File: config.mk
export PLATFORM = sky130hd
export DESIGN_NAME = riscv_crypto_fu_colseq_flat
export DESIGN_NICKNAME = d
export VERILOG_FILES = /design/src/rtl/riscv_crypto_fu_colseq_if.sv /design/src/rtl/riscv_crypto_fu_colseq.sv /design/src/flat_wrapper.sv
export SDC_FILE = /design/constraint.sdc
export NUM_CORES = 1
export LEC_CHECK = 0
export CORE_MARGIN = 1
export CORE_UTILIZATION = 39
export CTS_CLUSTER_SIZE = 14
export DETAILED_ROUTE_END_ITERATION = 10
export PLACE_DENSITY = 0.91
export SLEW_MARGIN = 20
export SYNTH_ARGS = -nofsm -noshare
export SYNTH_HDL_FRONTEND = slang
export SYNTH_SLANG_ARGS = --single-unit
File: constraint.sdc
create_clock -name clk_i -period 3.4 [get_ports clk_i]
set_input_delay 0.34 -clock clk_i [delete_from_list [all_inputs] [get_ports clk_i]]
set_output_delay 0.34 -clock clk_i [all_outputs]
set_load 0.005 [all_outputs]
File: src/rtl/riscv_crypto_fu_colseq_if.sv
// Bundles the request/response channel and the functional-unit operand bus of the
// column sequencer into one interface, so the sequencer and its environment share one port.
interface riscv_crypto_fu_colseq_if;
   logic        req_valid;
   logic        req_ready;
   logic [2:0]  req_op;
   logic [31:0] req_acc;
   logic [31:0] req_src;
   logic        rsp_valid;
   logic        rsp_ready;
   logic [31:0] rsp_data;
   logic        rsp_err;
   logic [31:0] fu_rs1;
   logic [31:0] fu_rs2;
   logic [19:0] fu_instruction;
   logic [31:0] fu_rd;

   // The master side is the environment: the issue stage plus the combinational FU.
   modport master (
      output req_valid, req_op, req_acc, req_src, rsp_ready, fu_rd,
      input  req_ready, rsp_valid, rsp_data, rsp_err, fu_rs1, fu_rs2, fu_instruction
   );

   modport slave (
      input  req_valid, req_op, req_acc, req_src, rsp_ready, fu_rd,
      output req_ready, rsp_valid, rsp_data, rsp_err, fu_rs1, fu_rs2, fu_instruction
   );
endinterface

File: src/rtl/riscv_crypto_fu_colseq.sv
// Sequences the combinational crypto FU through byte selects 0..3 so that one request
// yields a complete 32-bit AES or SM4 column transform, returned on a valid/ready channel.
module riscv_crypto_fu_colseq (
   input logic                     clk_i,
   input logic                     rst_i,
   riscv_crypto_fu_colseq_if.slave bus
);

   typedef enum logic [1:0] {
      IDLE,
      RUN,
      DONE
   } state_e;

   state_e      state_q;
   logic [31:0] acc_q;
   logic [31:0] src_q;
   logic [2:0]  op_q;
   logic [1:0]  cnt_q;
   logic        err_q;
   logic        reqReady_q;
   logic        rspValid_q;

   logic [17:0] opOneHot;
   logic        running;
   logic        reqLegal;

   assign reqLegal = (bus.req_op <= 3'd5);
   assign running  = (state_q == RUN);

   // FU op-select bits: AES variants occupy 17..14, SM4 ks/ed occupy 1..0.
   always_comb begin
      opOneHot = '0;
      case (op_q)
         3'd0:    opOneHot[17] = 1'b1;
         3'd1:    opOneHot[16] = 1'b1;
         3'd2:    opOneHot[15] = 1'b1;
         3'd3:    opOneHot[14] = 1'b1;
         3'd4:    opOneHot[1]  = 1'b1;
         3'd5:    opOneHot[0]  = 1'b1;
         default: opOneHot     = '0;
      endcase
   end

   always_ff @(posedge clk_i) begin
      if (rst_i) begin
         state_q    <= IDLE;
         acc_q      <= '0;
         src_q      <= '0;
         op_q       <= '0;
         cnt_q      <= '0;
         err_q      <= 1'b0;
         reqReady_q <= 1'b1;
         rspValid_q <= 1'b0;
      end else begin
         case (state_q)
            IDLE: begin
               if (bus.req_valid) begin
                  acc_q      <= bus.req_acc;
                  src_q      <= bus.req_src;
                  op_q       <= bus.req_op;
                  cnt_q      <= 2'd0;
                  reqReady_q <= 1'b0;
                  if (reqLegal) begin
                     err_q   <= 1'b0;
                     state_q <= RUN;
                  end else begin
                     // Illegal ops skip the FU entirely and echo the accumulator back.
                     err_q      <= 1'b1;
                     rspValid_q <= 1'b1;
                     state_q    <= DONE;
                  end
               end
            end
            RUN: begin
               acc_q <= bus.fu_rd;
               cnt_q <= cnt_q + 2'd1;
               if (cnt_q == 2'd3) begin
                  rspValid_q <= 1'b1;
                  state_q    <= DONE;
               end
            end
            DONE: begin
               if (bus.rsp_ready) begin
                  rspValid_q <= 1'b0;
                  reqReady_q <= 1'b1;
                  state_q    <= IDLE;
               end
            end
            default: begin
               rspValid_q <= 1'b0;
               reqReady_q <= 1'b1;
               state_q    <= IDLE;
            end
         endcase
      end
   end

   assign bus.req_ready      = reqReady_q;
   assign bus.rsp_valid      = rspValid_q;
   assign bus.rsp_data       = acc_q;
   assign bus.rsp_err        = err_q;
   // Outside RUN the FU operands are forced to zero so the unit idles and returns zero.
   assign bus.fu_rs1         = running ? acc_q : 32'h0;
   assign bus.fu_rs2         = running ? src_q : 32'h0;
   assign bus.fu_instruction = running ? {cnt_q, opOneHot} : 20'h0;

endmodule

File: src/flat_wrapper.sv
// flat-port wrapper written by rule: the top's interface ports become plain ports
module riscv_crypto_fu_colseq_flat 
  (clk_i, rst_i, bus_req_valid, bus_req_op, bus_req_acc, bus_req_src, bus_rsp_ready, bus_fu_rd, bus_req_ready, bus_rsp_valid, bus_rsp_data, bus_rsp_err, bus_fu_rs1, bus_fu_rs2, bus_fu_instruction);
  riscv_crypto_fu_colseq_if bus_i ();
  input logic clk_i;
  input logic rst_i;
  input wire logic [$bits(bus_i.req_valid)-1:0] bus_req_valid;
  input wire logic [$bits(bus_i.req_op)-1:0] bus_req_op;
  input wire logic [$bits(bus_i.req_acc)-1:0] bus_req_acc;
  input wire logic [$bits(bus_i.req_src)-1:0] bus_req_src;
  input wire logic [$bits(bus_i.rsp_ready)-1:0] bus_rsp_ready;
  input wire logic [$bits(bus_i.fu_rd)-1:0] bus_fu_rd;
  output wire logic [$bits(bus_i.req_ready)-1:0] bus_req_ready;
  output wire logic [$bits(bus_i.rsp_valid)-1:0] bus_rsp_valid;
  output wire logic [$bits(bus_i.rsp_data)-1:0] bus_rsp_data;
  output wire logic [$bits(bus_i.rsp_err)-1:0] bus_rsp_err;
  output wire logic [$bits(bus_i.fu_rs1)-1:0] bus_fu_rs1;
  output wire logic [$bits(bus_i.fu_rs2)-1:0] bus_fu_rs2;
  output wire logic [$bits(bus_i.fu_instruction)-1:0] bus_fu_instruction;
  assign bus_i.req_valid = bus_req_valid;
  assign bus_i.req_op = bus_req_op;
  assign bus_i.req_acc = bus_req_acc;
  assign bus_i.req_src = bus_req_src;
  assign bus_i.rsp_ready = bus_rsp_ready;
  assign bus_i.fu_rd = bus_fu_rd;
  assign bus_req_ready = bus_i.req_ready;
  assign bus_rsp_valid = bus_i.rsp_valid;
  assign bus_rsp_data = bus_i.rsp_data;
  assign bus_rsp_err = bus_i.rsp_err;
  assign bus_fu_rs1 = bus_i.fu_rs1;
  assign bus_fu_rs2 = bus_i.fu_rs2;
  assign bus_fu_instruction = bus_i.fu_instruction;
  riscv_crypto_fu_colseq u_core (.clk_i(clk_i), .rst_i(rst_i), .bus(bus_i));
endmodule
==> results of run 1 <==
-- critical path, delay by kind of cell, from the launching register on --
| kind | cells | cell delay (ns) |
|---|---|---|
| buffers and inverters | 2 | 0.86 |
| DFF | 1 | 0.52 |
| and+or+nand+nor | 2 | 0.78 |
-- how the worst min path moves through the flow --
stage                          start                to  slack, ns
finish              u_core.src_q[23]  u_core.src_q[23]       0.45
global route        u_core.src_q[29]  u_core.src_q[29]       0.47
CTS                 u_core.src_q[29]  u_core.src_q[29]       0.45
detailed placement  u_core.src_q[29]  u_core.src_q[29]       0.44
global placement    u_core.src_q[18]  u_core.src_q[18]       0.44
floorplan           u_core.src_q[10]  u_core.src_q[10]       0.43
-- logic make-up (layout without fill, tap and decap cells) --
group | Yosys count | count (layout) | synth area share
simple gates | 287 | 287 | 0.406
compound gates | 44 | 44 | 0.0731
buf+inv | 51 | 234 | 0.0840
mux | 1 | 1 | 0.00326
other cells | 1 | 12 | 0.00109
flops | 74 | 74 | 0.429
fa+ha+maj | 1 | 1 | 0.00362
-- state kept, by name (all words and copies together) (netlist names) --
register	flops
u_core.state_q	2
u_core.bus.req_ready	1
u_core.src_q	32
u_core.cnt_q	2
u_core.bus.rsp_data	32
u_core.bus.rsp_err	1
u_core.op_q	3
u_core.bus.rsp_valid	1
-- layer usage --
layer  up-vias  GRT usage
met1      1725      0.258
met2       152      0.424
li1       1830          -
met5         -          0
met3        10     0.0506
met4         0     0.0771
-- where the power goes --
group	internal (W)	switching [W]	total, W
clock network	0.000503	0.000307	0.000810
logic	0.000311	0.000229	0.000540
registers	0.000946	0.0000608	0.00101
total	0.00176	0.000597	0.00236
-- metrics by stage --
| step | util | cells | area, um2 |
|---|---|---|---|
| floorplan | - | 470 | 3500 |
| global placement | 0.655 | 743 | 5490 |
| detailed placement | 0.655 | 743 | 5490 |
| CTS | 0.683 | 758 | 5730 |
| global route | 0.683 | 758 | 5730 |
| finish | 0.683 | 758 | 5730 |
-- cells in the mapped netlist (2+ instances only) --
library cell / count
buf_6: 4
a21oi_1: 34
nand2_1: 64
nand2_2: 10
clkbuf_1: 14
and2_1: 65
nor4b_1: 2
a21oi_2: 3
buf_4: 13
dfxtp_1: 74
nor2b_1: 2
buf_2: 15
nor4_1: 33
nor2_1: 102
inv_1: 4
-- cell type report --
type                    instances  area (um2)  area share
inverters                       4        15.0     0.00262
clock inverters                 5         103      0.0179
flip-flops and latches         74        1480       0.259
well taps                     105         131      0.0229
multi-input cells             345        1730       0.302
repair buffers                215        2130       0.372
clock buffers                  10         138      0.0240
-- cells in the final DEF (no fill, tap or decap), types with 2 or more instances in the layout --
cell	n
a21oi_1	34
a21oi_2	3
and2_1	65
buf_4	6
bufinv_16	3
clkbuf_8	10
clkdlybuf4s50_1	208
conb_1	12
dfxtp_1	74
inv_1	4
nand2_1	64
nand2_2	10
nor2_1	102
nor2b_1	2
nor4_1	33
nor4b_1	2
==> impl_summary.log, run 1 <==
INFO  metric cts_buffers = 9
INFO  metric asyncSetResetFlopFracSynth = 0
INFO  metric ff2ff_path_depth = 4
INFO  metric critPathCaptureType = output pin
INFO  metric grt_antenna_before_repair = 0
INFO  metric routability_congestion_estimate = 0.780
INFO  metric antenna_cells = 0
INFO  metric nFillCells = 684
INFO  metric final_clock_period_utilization_by_the_worst_path = 0.835
INFO  metric total_leakage_power = 2.24 nW
INFO  metric cts_resized = 0
INFO  metric arrival_time_of_data_at_the_critical_path_endpoint = 2.50 ns
INFO  metric via_per_inst = 4.90
INFO  metric timing.critical_path.slowest_cell_delay = 0.61 ns
INFO  metric totalNegativeSetupSlack = 0 ns
INFO  metric crit_path_start = u_core.state_q[0]
INFO  metric hold_violations = 0
INFO  metric maxUsedRoutingLayer = met4
INFO  metric rsz0062_at_grt = no
INFO  metric ys_seq_area_frac = 0.429
INFO  metric timing.final.setup_violations = 0
INFO  metric finalWirelength = 10.9 mm
INFO  metric clock_transition_time_at_the_flip_flop_clock_pins_of_the_worst_setup_and_hold_paths = 0.08 ns
INFO  metric critical_path.max_fanout = 43
INFO  metric ys_ff_latch = 74
INFO  metric synthesis.yosys.warnings = 0
INFO  metric htree_num_levels = 3
INFO  metric timing.clock.skew = 0.0104 ns
INFO  metric rows = 33
INFO  metric final_routed_wire_length_divided_by_cell_count = 14.3 um
INFO  metric first_pass_iters = 5
INFO  metric die_area = 0.00924 mm2
INFO  metric met2_wirelength = 5.58 mm
INFO  metric core-area = 0.00838 mm2
INFO  metric edff_count_synth = 0
INFO  metric crit_path_end = bus_fu_rs2[31]
INFO  metric dp_hpwl = 7.98 mm
INFO  metric layout.nets = 753
INFO  metric grt_pass1_wl = 16.5 mm
INFO  metric reg2reg_slack = 1.17 ns
INFO  metric synth.top_cell.area_share = 0.429
INFO  metric tritoncts = yes
INFO  metric synth_area_leaders = dfxtp_1, and2_1, nor2_1
INFO  metric cap_violations = 0
INFO  metric status = finished, final reports clean
INFO  metric met3_length = 810 um
INFO  metric setup.worst_path.start_class = flop
INFO  metric finalCriticalPeriod = 2.84 ns
INFO  metric ant_nets = 0
INFO  metric report.power.total = 0.00236 W
INFO  metric cts_num_sinks = 74
INFO  metric cp_cell_sequence = and2b_2 > buf_4 > and2_1 > clkdlybuf4s50_1
INFO  metric clk_latency = 0.32 ns
INFO  metric ioPinCount = 222
INFO  metric dp_worst_setup_slack = 0.847 ns
INFO  metric netlist-cell-type-count = 35
INFO  metric netlist.top_cell.by_area = dfxtp_1
INFO  metric max_freq = 0.352 GHz
INFO  metric post_synth_instance_area = 0.00346 mm2
INFO  metric average_footprint_of_a_synthesized_cell = 7.53 um2
INFO  metric drive_above_1_share = 0.0628
INFO  metric critical_path.reg2reg.endpoint = u_core.bus.rsp_data[12]
INFO  metric cellPowerDensity = 412 mW/mm2
INFO  metric start_util = 0.412
INFO  metric worst_r2r_src = u_core.state_q[0]
INFO  metric cts_root_buf = clkbuf_8
INFO  metric post_synth_inst_count = 459
INFO  metric number_of_buffer_cells_added_on_primary_ports = 209
INFO  metric timing.final.max_slew_violations = 0
INFO  metric die_x = 96.1 um
INFO  metric grt_use_total = 0.229
INFO  metric worst_slack = 0.562 ns
INFO  metric first_global_vias = 3458
INFO  metric detail_route.iter0.violations = 103
INFO  metric cts.repair_timing.setup_buffer_count = 0
INFO  metric syn2layout_area_growth = 65.7%
INFO  metric slew-limit-headroom = 0.298
INFO  metric largest_net_degree_at_the_start_of_global_routing = 58
INFO  metric timing_worst_slew_pin_value = 1.05 ns
INFO  metric timing.critical_path.required = 3.06 ns
INFO  metric grt_overflow_total = 0
INFO  metric synth-main-ff-cell = dfxtp_1
INFO  metric timing_worst_setup_path_type = flop to output pin
INFO  metric detail_route.wirelength.met1 = 4.33 mm
INFO  metric peakVddDrop = 241 uV
INFO  metric postCtsHoldBufs = 0
INFO  metric critical_path.slowest_cell = and2b_2
INFO  metric cts_max_path_buffers = 2
INFO  metric detailroute.via_count = 3717
INFO  metric worst_hold_slack = 0.455 ns
INFO  metric timing.hold.worst_path_depth = 2
INFO  metric drc = 0
INFO  metric worst_hold_path_type = flop to flop
INFO  metric chipHeight = 96.1 um
Power figures use the tool's default switching activity.
==> run 2, diff against run 1 <==
--- a/config.mk
+++ b/config.mk
@@ -6,10 +6,10 @@
 export NUM_CORES = 1
 export LEC_CHECK = 0
 export CORE_MARGIN = 1
-export CORE_UTILIZATION = 39
+export CORE_UTILIZATION = 37
 export CTS_CLUSTER_SIZE = 14
 export DETAILED_ROUTE_END_ITERATION = 10
-export PLACE_DENSITY = 0.91
+export PLACE_DENSITY = 0.88
 export SLEW_MARGIN = 20
 export SYNTH_ARGS = -nofsm -noshare
 export SYNTH_HDL_FRONTEND = slang
==> constraint.sdc (replaced) <==
create_clock -name clk_i -period 2.7 [get_ports clk_i]
set_input_delay 0.27 -clock clk_i [delete_from_list [all_inputs] [get_ports clk_i]]
set_output_delay 0.27 -clock clk_i [all_outputs]
set_load 0.005 [all_outputs]
==> run 2 against run 1 <==
Compared with the run above: via count down 0.48%; die area up 5.3%; worst hold slack worse by 0.015 ns; worst setup slack lost 0.34 ns; global-route usage shrank 1.5 points; critical path depth is the same; register-to-register slack got worse by 0.30 ns; clock-buffer cell count up 2; wire length down 1.3%.
==> impl_summary.log, run 2 (synthesis results as in run 1) <==
INFO  metric setup.worst_path.start_class = flop
INFO  metric syn2layout_area_growth = 68.2%
INFO  metric core-area = 0.00889 mm2 (+6.1%)
INFO  metric drc = 0 (unchanged)
INFO  metric arrival_time_of_data_at_the_critical_path_endpoint = 2.21 ns (-0.29 ns)
INFO  metric detail_route.iter0.violations = 95 (-7.8%)
INFO  metric layout.cells.most_common = clkdlybuf4s50_1
INFO  metric worst_hold_path_type = input port to flop
INFO  metric cp_cell_sequence = and2b_4 > buf_4 > and2_1 > clkdlybuf4s50_1
INFO  metric clock_transition_time_at_the_flip_flop_clock_pins_of_the_worst_setup_and_hold_paths = 0.08 ns (about the same)
INFO  metric grt_pass1_wl = 16.7 mm (+1.2%)
INFO  metric critical_path.max_fanout = 26 (-40%)
INFO  metric via_per_inst = 4.84 (-1.4%)
INFO  metric cts_root_buf = clkbuf_8
INFO  metric cap_violations = 0 (unchanged)
INFO  metric die_x = 98.6 um (+2.6%)
INFO  metric first_global_vias = 3569 (+3.2%)
INFO  metric timing_worst_slew_pin_value = 0.772 ns (-0.281 ns)
INFO  metric ant_nets = 0 (unchanged)
INFO  metric routability_congestion_estimate = 0.781 (about the same)
INFO  metric max_freq = 0.404 GHz
INFO  metric final_routed_wire_length_divided_by_cell_count = 14.0 um (-2.2%)
INFO  metric cellPowerDensity = 538 mW/mm2 (+31%)
INFO  metric layout.cells.most_common_list = clkdlybuf4s50_1, nor2_1, dfxtp_1
INFO  metric clk_latency = 0.33 ns (about the same)
INFO  metric seq_power_share = 0.405 (-0.022)
INFO  metric timing.final.max_slew_violations = 0 (unchanged)
INFO  metric timing.final.setup_violations = 0 (unchanged)
INFO  metric htree_num_levels = 3 (unchanged)
INFO  metric hold_violations = 0 (unchanged)
INFO  metric die_area = 0.00973 mm2 (+5.3%)
INFO  metric post-route-util = 0.654 (-0.0293)
INFO  metric total_leakage_power = 2.29 nW (+1.9%)
INFO  metric cts_num_sinks = 74 (unchanged)
INFO  metric rows = 34 (+3.0%)
INFO  metric ioPinCount = 222 (unchanged)
INFO  metric post-place-cells = 749 (+0.81%)
INFO  metric report.power.total = 0.00313 W (+33%)
INFO  metric timing.clock.skew = 0.00942 ns (-0.000975 ns)
INFO  metric cts_buffers = 9 (unchanged)
INFO  metric grt_use_total = 0.215 (-0.0149)
INFO  metric netSwitchingPower = 0.000754 W (+26%)
INFO  metric final_clock_period_utilization_by_the_worst_path = 0.917
INFO  metric largest_net_degree_at_the_start_of_global_routing = 36 (-38%)
INFO  metric net_switching_share_of_the_total_power = 0.241 (-0.0127)
INFO  metric first_pass_iters = 4 (-1)
INFO  metric layout.nets = 756 (+0.40%)
INFO  metric status = finished, final reports clean
INFO  metric detailroute.via_count = 3699 (-0.48%)
INFO  metric finalCriticalPeriod = 2.48 ns
INFO  metric chipHeight = 98.6 um (+2.6%)
INFO  metric cts_max_path_buffers = 2 (unchanged)
INFO  metric grt_antenna_before_repair = 0 (unchanged)
INFO  metric critPathCaptureType = output pin
INFO  metric antenna_cells = 0 (unchanged)
INFO  metric combinationalPowerShare = 0.220 (-0.009)
INFO  metric power.clock.fraction = 0.376 (+0.032)
INFO  metric timing_worst_setup_path_type = flop to output pin
INFO  metric slew-limit-headroom = 0.486 (+0.188)
INFO  metric timing.critical_path.required = 2.43 ns (-0.63 ns)
INFO  metric critical_path.slowest_cell = dfxtp_1
INFO  metric grt_overflow_total = 0 (unchanged)
INFO  metric tritoncts = yes
INFO  metric number_of_buffer_cells_added_on_primary_ports = 209 (unchanged)
INFO  metric peakVddDrop = 263 uV (+9.4%)
INFO  metric totalNegativeSetupSlack = 0 ns (unchanged)
INFO  metric layout.cells.non_filler = 765 (+0.92%)
INFO  metric start_util = 0.389 (-0.0236)
INFO  metric timing.critical_path.slowest_cell_delay = 0.53 ns (-0.08 ns)
INFO  metric postCtsHoldBufs = 0 (unchanged)
INFO  metric rsz0062_at_grt = no
INFO  metric drive_above_1_share = 0.0700 (+0.00723)
INFO  metric finalWirelength = 10.7 mm (-1.3%)
INFO  metric dp_hpwl = 8.15 mm (+2.1%)
INFO  metric p_int = 0.00238 W (+35%)
## run 2: through the flow
step	hold slack [ns]	area, um2	setup slack (ns)
2_1_floorplan	0.406	3500	1.30
3_3_place_gp	0.438	5530	0.568
3_5_place_dp	0.442	5530	0.473
4_1_cts	0.437	5810	0.105
5_1_grt	0.474	5810	0.0418
6_report	0.440	5810	0.225
## run 2: cell type report
type,count,area [um2]
inverter,4,15.0
fill,760,3080
multi-input combinational,345,1730
clock buffer,12,165
sequential,74,1480
tap,108,135
clock inverter,4,120
timing repair buffer,218,2170
## run 2: repair_timing
action                     4_1_cts  5_1_grt
buffers inserted                 0        0
resized for setup                0        2
setup endpoints to repair        0       27
## run 2: power groups by stage
stage / combinational, W / clock (W) / sequential [W]
after floorplan: 0.000315 / 0 / 0.00127
after global placement: 0.000672 / 0 / 0.00128
after detailed placement: 0.000691 / 0 / 0.00129
after CTS: 0.000694 / 0.00120 / 0.00127
after global routing: 0.000750 / 0.00125 / 0.00128
final: 0.000687 / 0.00118 / 0.00127
## run 2: final timing paths
path	from	endpoint	slack, ns	cells after the start
hold reg to reg	u_core.src_q[8]	u_core.src_q[8]	0.45	2
setup / recovery	u_core.state_q[0]	bus_fu_rs1[9]	0.22	4
hold / removal	rst_i	u_core.cnt_q[1]	0.44	2
setup reg to reg	u_core.state_q[0]	u_core.bus.rsp_data[20]	0.87	4
## run 2: metal layers
layer	track usage	share of wire	routed length, um	vias up
met2	0.405	0.52	5570	149
met3	0.0454	0.059	628	19
met5	0	0	0	-
met4	0.0804	0.020	211	0
met1	0.234	0.40	4310	1688
li1	-	-	-	1843
## run 2: critical path, delay by kind of cell, from the launching register on
family                 cells  cell delay (ns)
buffers and inverters      2             0.80
AND/OR/NAND/NOR            2             0.54
flip-flops                 1             0.53
